File: src/rtl/excess3_to_bcd_serial_pkg.sv
`default_nettype none
// ============================================================================
// Module      : excess3_to_bcd_serial_pkg
// Description : Shared digit constants and FSM state encoding for the serial
//               Excess-3 to BCD converter.
// Revision    : 1.0 - initial release
// ============================================================================
package excess3_to_bcd_serial_pkg;

    localparam int                 DIGIT_W   = 4;
    localparam logic [DIGIT_W-1:0] E3_OFFSET = 4'd3;
    localparam logic [DIGIT_W-1:0] E3_MIN    = 4'b0011;
    localparam logic [DIGIT_W-1:0] E3_MAX    = 4'b1100;

    // B/N suffix: a borrow is / is not pending into the next bit position.
    typedef enum logic [2:0] {
        ST_S0  = 3'd0,
        ST_S1B = 3'd1,
        ST_S1N = 3'd2,
        ST_S2B = 3'd3,
        ST_S2N = 3'd4,
        ST_S3B = 3'd5,
        ST_S3N = 3'd6
    } e3_state_t;

endpackage
`default_nettype wire

File: src/rtl/excess3_to_bcd_serial_e3_digit_check.sv
`default_nettype none
// ============================================================================
// Module      : e3_digit_check
// Description : Combinational Excess-3 legality check and code-3 subtraction.
// Revision    : 1.0 - initial release
// ============================================================================
module e3_digit_check
    import excess3_to_bcd_serial_pkg::*;
(
    input  logic [DIGIT_W-1:0] code,
    output logic               legal,
    output logic [DIGIT_W-1:0] bcd
);

    assign legal = (code >= E3_MIN) && (code <= E3_MAX);
    assign bcd   = code - E3_OFFSET;

endmodule
`default_nettype wire

File: src/rtl/excess3_to_bcd_serial.sv
`default_nettype none
// ============================================================================
// Module      : excess3_to_bcd_serial
// Description : Bit-serial (LSB first) Excess-3 to BCD converter with Mealy
//               serial output, registered digit capture and frame counting.
// Revision    : 1.0 - initial release
// ============================================================================
module excess3_to_bcd_serial
    import excess3_to_bcd_serial_pkg::*;
#(
    parameter int NUM_DIGITS = 4
) (
    input  logic               clock,
    input  logic               reset,
    input  logic               x_in,
    input  logic               x_en,
    output logic               y_out,
    output logic [DIGIT_W-1:0] bcd_digit,
    output logic               digit_valid,
    output logic               code_err,
    output logic               frame_done
);

    localparam logic [3:0] C_LAST_DIGIT = 4'(NUM_DIGITS - 1);

    e3_state_t          r_state;
    e3_state_t          w_state_nxt;
    logic               w_y;
    logic               w_bit3;
    logic [DIGIT_W-1:0] r_shift;
    logic [3:0]         r_cnt;
    logic [DIGIT_W-1:0] r_bcd;
    logic               r_valid;
    logic               r_err;
    logic               r_frame;
    logic [DIGIT_W-1:0] w_code;
    logic               w_legal;
    logic [DIGIT_W-1:0] w_bcd;
    logic               w_shift_unused;

    always_ff @(posedge clock) begin
        if (reset) begin
            r_state <= ST_S0;
        end else begin
            r_state <= w_state_nxt;
        end
    end

    // Serial subtract-3: constant 0011 folded into the per-state equations.
    always_comb begin
        w_state_nxt = r_state;
        w_y         = 1'b0;
        w_bit3      = 1'b0;
        if (x_en) begin
            case (r_state)
                ST_S0: begin
                    w_y         = ~x_in;
                    w_state_nxt = x_in ? ST_S1N : ST_S1B;
                end
                ST_S1B: begin
                    w_y         = x_in;
                    w_state_nxt = ST_S2B;
                end
                ST_S1N: begin
                    w_y         = ~x_in;
                    w_state_nxt = x_in ? ST_S2N : ST_S2B;
                end
                ST_S2B: begin
                    w_y         = ~x_in;
                    w_state_nxt = x_in ? ST_S3N : ST_S3B;
                end
                ST_S2N: begin
                    w_y         = x_in;
                    w_state_nxt = ST_S3N;
                end
                ST_S3B: begin
                    w_y         = ~x_in;
                    w_bit3      = 1'b1;
                    w_state_nxt = ST_S0;
                end
                ST_S3N: begin
                    w_y         = x_in;
                    w_bit3      = 1'b1;
                    w_state_nxt = ST_S0;
                end
                default: begin
                    w_state_nxt = ST_S0;
                end
            endcase
        end
    end

    assign y_out = w_y & ~reset;

    // Bits arrive LSB first, so the newest bit is the MSB of the code.
    assign w_code         = {x_in, r_shift[DIGIT_W-1:1]};
    assign w_shift_unused = r_shift[0];

    e3_digit_check u_check (
        .code  (w_code),
        .legal (w_legal),
        .bcd   (w_bcd)
    );

    always_ff @(posedge clock) begin
        if (reset) begin
            r_shift <= '0;
            r_cnt   <= '0;
            r_bcd   <= '0;
            r_valid <= 1'b0;
            r_err   <= 1'b0;
            r_frame <= 1'b0;
        end else begin
            r_valid <= 1'b0;
            r_err   <= 1'b0;
            r_frame <= 1'b0;
            if (x_en) begin
                r_shift <= w_code;
                if (w_bit3) begin
                    if (w_legal) begin
                        r_valid <= 1'b1;
                        r_bcd   <= w_bcd;
                    end else begin
                        r_err   <= 1'b1;
                    end
                    if (r_cnt == C_LAST_DIGIT) begin
                        r_cnt   <= '0;
                        r_frame <= 1'b1;
                    end else begin
                        r_cnt   <= r_cnt + 4'd1;
                    end
                end
            end
        end
    end

    assign bcd_digit   = r_bcd;
    assign digit_valid = r_valid;
    assign code_err    = r_err;
    assign frame_done  = r_frame;

endmodule
`default_nettype wire
File: config.mk
export PLATFORM = sky130hd
export DESIGN_NAME = excess3_to_bcd_serial
export DESIGN_NICKNAME = d
export VERILOG_FILES = /design/src/rtl/excess3_to_bcd_serial_pkg.sv /design/src/rtl/excess3_to_bcd_serial_e3_digit_check.sv /design/src/rtl/excess3_to_bcd_serial.sv
export SDC_FILE = /design/constraint.sdc
export NUM_CORES = 1
export LEC_CHECK = 0
export CAP_MARGIN = 5
export CELL_PAD_IN_SITES_DETAIL_PLACEMENT = 1
export CELL_PAD_IN_SITES_GLOBAL_PLACEMENT = 1
export CORE_MARGIN = 10
export CORE_UTILIZATION = 39
export CTS_CLUSTER_DIAMETER = 60
export CTS_CLUSTER_SIZE = 8
export DETAILED_ROUTE_END_ITERATION = 8
export MAX_ROUTING_LAYER = met4
export PLACE_DENSITY_LB_ADDON = 0.1
export SLEW_MARGIN = 20
export SYNTH_ARGS = -nofsm -noshare
export SYNTH_HDL_FRONTEND = slang
export SYNTH_SLANG_ARGS = --single-unit
File: constraint.sdc
create_clock -name clock -period 1.73 [get_ports clock]
set_input_delay 0.2595 -clock clock [delete_from_list [all_inputs] [get_ports clock]]
set_output_delay 0.2595 -clock clock [all_outputs]
set_load 0.02 [all_outputs]
# Word-level counts from Yosys, hierarchy flattened
# Cells that the tools add are included.
[totals]
reg_bits = 18
out_inout_bits = 8
in_bits = 4
[classes]
bitwise_logic = 5
magnitude_cmp = 2
n_reduce_logical = 8
n_mux = 12
n_eq_ne = 7
add_sub_neg = 2
[op_table]
columns = ["cell", "count"]
rows = [
  ["$pmux 3 s5", 1],
  ["$eq 3x3->1 const B", 3],
  ["$eq 3x2->1 const B", 2],
  ["$mux 1", 6],
  ["$reduce_or 3->1", 2],
  ["$add 4x1->4 const B", 1],
  ["$eq 4x2->1 const B", 1],
  ["$ge 4x2->1 const B", 1],
  ["$le 4x4->1 const B", 1],
  ["$mux 2", 2],
  ["$mux 4", 1],
  ["$not 1->1", 4],
  ["$reduce_or 4->1", 1],
  ["$sub 4x2->4 const B", 1],
  ["$eq 3x1->1 const B", 1],
  ["$logic_not 3->1", 1],
  ["$mux 3", 1],
  ["$reduce_and 3->1", 1],
  ["$pmux 1 s2", 1],
  ["$reduce_and 2->1", 1],
  ["$reduce_or 2->1", 1],
  ["$and 1x1->1", 1],
  ["$logic_and 1x1->1", 1],
]

# Logic depth before layout (Yosys ltp)
[depth]
ltp_word = 6
ltp_mapped = 6
depth_no_buf = 5

# Cells and area by module
# From an unflattened synthesis, not the netlist that was laid out.
[unflattened]
cells_unflattened = 100
hier_area_um2 = 894.6
[modules_own_cells]
columns = ["module", "area_per_inst_um2", "instances", "seq_area_each_um2", "cells_per_inst"]
rows = [
  ["excess3_to_bcd_serial", 820.8, 1, 340.3, 90],
  ["e3_digit_check", 73.8, 1, 0.0, 10],
]

# Least setup slack after synthesis
# Ideal clock, no wire load.
[synth_timing]
path_kind = "register to output"
start = "reg r_state[1]"
end = "out y_out"
t_arrival_ns = 1.372
required_time_ns = 1.470
setup_slack_ns = 0.099
path_buffers = 1
path_stages_with_launch = 6
path_cell_list = "dfxtp_1 > buf_6 > and2b_2 > nor3_1 > a221oi_1 > nor3b_1"
[synth_via]
elab_chain_len = 5
word_cells_on_any_way = 12
[synth_rtl]
columns = ["item", "line_no", "text"]
rows = [
  ["start: declaration", "excess3_to_bcd_serial.sv:26", "e3_state_t r_state;"],
  ["start signal: assignment", "excess3_to_bcd_serial.sv:45", "r_state <= w_state_nxt;"],
  ["$eq 3x2->1 (tied with other cells)", "excess3_to_bcd_serial.sv:55", "case (r_state)"],
  ["$reduce_or 4->1 (no line) or $reduce_or 3->1 (tied branches)", "--", ""],
  ["$pmux 1 s2 (*)", "excess3_to_bcd_serial.sv:55", ""],
  ["$mux 1 (*)", "excess3_to_bcd_serial.sv:54", "if (x_en) begin"],
  ["$and 1x1->1 (*)", "excess3_to_bcd_serial.sv:93", "assign y_out = w_y & ~reset;"],
  ["end: declaration", "excess3_to_bcd_serial.sv:17", "output logic y_out,"],
]
# Every way passes the cells marked *; elsewhere a longest branch is shown, timed or not.

# Worst setup path in the final report
# Ends and elaborated chain as after synthesis.

==> out/results.ini <==
[yosys]
synthFlopType=dfxtp_1
synthesis.area_sq_um=868
async_flop_share_pct=0
ys_seq_area_share_pct=39.2
synth_compound_area_share_pct=17.6
synth_top_family_by_area=simple AND/OR/NAND/NOR gates
ys_seq_elements=17
post-synth-top-count-cell=dfxtp_1
synth_simple_gate_area_share_pct=21.0
synthXorXnorAreaFrac_pct=7.20
synth_nets=106
synth-edff-count=0
synthTopCellsByArea=dfxtp_1, a21oi_1, ha_1
synthAdderAreaFrac_pct=4.32
synth_cell_types=36
synthMuxAreaShare_pct=3.46
syn_inst=99
avgSynthCellArea_sq_um=8.77
yosysTopAreaCell=dfxtp_1
ys_top_cells_by_count=dfxtp_1, a21oi_1, nand2_1
yosysTopAreaCellShare_pct=39.2
ys.warnings.count=0

[routing]
vias=719
postRouteAntennaNets=0
first_pass_iters=4
first_iter_violations=25
drc=0
wire_per_inst_um=13.0
wl_um=1890
drt-vias-per-instance=4.96

[cells_and_area]
layout-drive-gt1-share_pct=21.4
n_fill_cell=271
antenna_cells=0
layout-area-overhead-vs-synth_pct=23.8
fin_nets=125
final_cells=145

[die]
die_x_um=67.2
std_cell_rows=17
initial_utilization_pct=40.0
die_h_um=67.2
ioPinCount=12
die_area_sq_um=4510
core-area_sq_um=2170

[timing]
max_freq_mhz=603
setup_tns_ns=0
finClkSkew_ns=0.00600
hold_violations=0
period_minus_slack_ns=1.66
finalSetupViolations=0
holdWs_ns=0.485
rsz0062_at_grt=true
slew_headroom_pct=71.1
slew_violations=0
tightest_slew_ns=0.429
min_period_over_period_pct=95.9

[hold_path]
min_to=bcd_digit[2]$_SDFFE_PP0P_
min_path_cells=2
hold_class=reg -> reg
hold_start=bcd_digit[2]$_SDFFE_PP0P_

[global_route]
grt_overflow=0
grt.total_usage_pct=9.58
grt_pass1_vias=733
antenna_found_initial=0
grt_max_degree=18
grt_pass1_wl_um=3310

[power_and_ir_drop]
peakVddDrop_uv=333
p_sw_mw=0.193
clock_power_share_pct=28.7
power_frac_comb_pct=15.6
p_int_mw=0.539
cellLeakagePower_nw=0.402
power.share.sequential_pct=55.7
swShare_pct=26.4
power_density_nw_per_um2=681

[critical_path]
cp.required_ns=1.47
critPathLaunchType=flip-flop
rrSetupSlack_ns=0.26
r2r_end=bcd_digit[3]$_SDFFE_PP0P_
path_class=reg -> out
rr_startpoint=r_shift[2]$_SDFFE_PP0P_
r2r_cells=4
crit_path_end_kind=output pin
crit_fanout=2
arrival_ns=1.40
max_stage_delay_ns=0.34
slowest_stage=dfxtp_2
path_cells=and2b_2 > nor3_2 > a221oi_1 > nor3b_1 > buf_2

[cts]
cts-root-buf=clkbuf_4
clk_pin_slew_worst_paths_ns=0.10
clk_latency_ns=0.28
cts_hold_buffers=0
cts_buffer_depth=2
cts_tree=done
numCtsBuffers=3
cts_max_level=1
cts.sinks=17

[placement]
io_buffers=11
gp_congestion=0.769
place.detailed.hpwl_um=1460
place_inst=141

[job]
cap_viol_max_count=0

[run_status]
status=complete, no violations

## per-stage QoR
stage / utilization (%) / power [mW] / instance area (sq um) / setup WS (ns)
after detailed placement: 48.2 / 0.532 / 1040 / -0.476
final: 49.5 / 0.732 / 1070 / 0.0714
after floorplan: - / 0.496 / 868 / 0.0986
after global placement: 48.2 / 0.529 / 1040 / -0.429
after global routing: 49.5 / 0.778 / 1070 / -0.0442
after CTS: 49.3 / 0.742 / 1070 / 0.0241
## worst max-delay path by stage
stage / end / slack, ns / from / cells past startpoint
global route: y_out / -0.04 / r_state[1]$_SDFFE_PP0P_ / 5
detailed placement: y_out / -0.48 / x_in / 5
floorplan: y_out / 0.1 / r_state[1]$_SDFFE_PP0P_ / 5
global placement: y_out / -0.43 / x_in / 5
CTS: y_out / 0.02 / r_state[1]$_SDFFE_PP0P_ / 5
finish: y_out / 0.07 / r_state[1]$_SDFFE_PP0P_ / 5
## final cells by class
| type | instances | area [sq um] | area share [%] |
|---|---|---|---|
| multi-input combinational | 71 | 473 | 44.0 |
| clock inverter | 1 | 5.00 | 0.466 |
| tap | 28 | 35.0 | 3.26 |
| timing repair buffer | 22 | 186 | 17.3 |
| clock buffer | 3 | 22.5 | 2.10 |
| sequential | 17 | 342 | 31.8 |
| inverter | 3 | 11.3 | 1.05 |
## registers in the layout (all words and copies together) (netlist names)
| name | cells |
|---|---|
| frame_done | 1 |
| r_shift | 3 |
| code_err | 1 |
| r_state | 3 |
| bcd_digit | 4 |
| digit_valid | 1 |
| r_cnt | 4 |
## critical path, delay by kind of cell, from the launching register on
family / cells / cell delay [ns]
AO/OA/AOI/OAI: 1 / 0.07
buffers and inverters: 1 / 0.19
flip-flops: 1 / 0.34
AND/OR/NAND/NOR: 3 / 0.51
## repair_timing
| action | in CTS | in global routing |
|---|---|---|
| pin swaps | 0 | 1 |
| buffers inserted | 0 | 0 |
| resized for setup | 7 | 2 |
| endpoints found under the setup margin | 1 | 1 |
| cloned | 0 | 0 |
| hold endpoints to repair | 0 | 0 |
## power groups by stage
stage                     combinational, mW  clock (mW)  sequential [mW]
after floorplan                      0.0822           0            0.414
after global placement                0.113           0            0.416
after detailed placement              0.115           0            0.416
after CTS                             0.114       0.221            0.407
after global routing                  0.129       0.239            0.410
final                                 0.114       0.210            0.408
## kinds of logic (layout without fill, tap and decap cells)
group,Yosys count,in the layout
AOI/OAI and AO/OA,25,25
DFF,17,17
and+or+nand+nor,35,35
xor gates and xnor gates,5,5
adders and majority gates,3,3
muxes,3,3
buffers and inverters,11,29
## routing by layer
| layer | global-route usage, % | routed length (um) |
|---|---|---|
| met5 | - | 0 |
| met4 | 3.85 | 16 |
| met3 | 2.81 | 98 |
| met2 | 14.8 | 891 |
| met1 | 11.4 | 880 |
## cells in the final DEF (no fill, tap or decap), types with 2 or more instances in the layout
cell type        instances
dfxtp_1                 16
buf_4                   11
nand2_1                  9
a21oi_1                  9
clkdlybuf4s50_1          9
o21ai_0                  7
nor2_1                   7
nand3_1                  4
inv_1                    3
mux2i_1                  3
nor3_1                   3
ha_1                     3
clkbuf_4                 3
xor2_1                   2
nor3b_1                  2
xnor2_1                  2
a21oi_2                  2
Power figures use the tool's default switching activity.
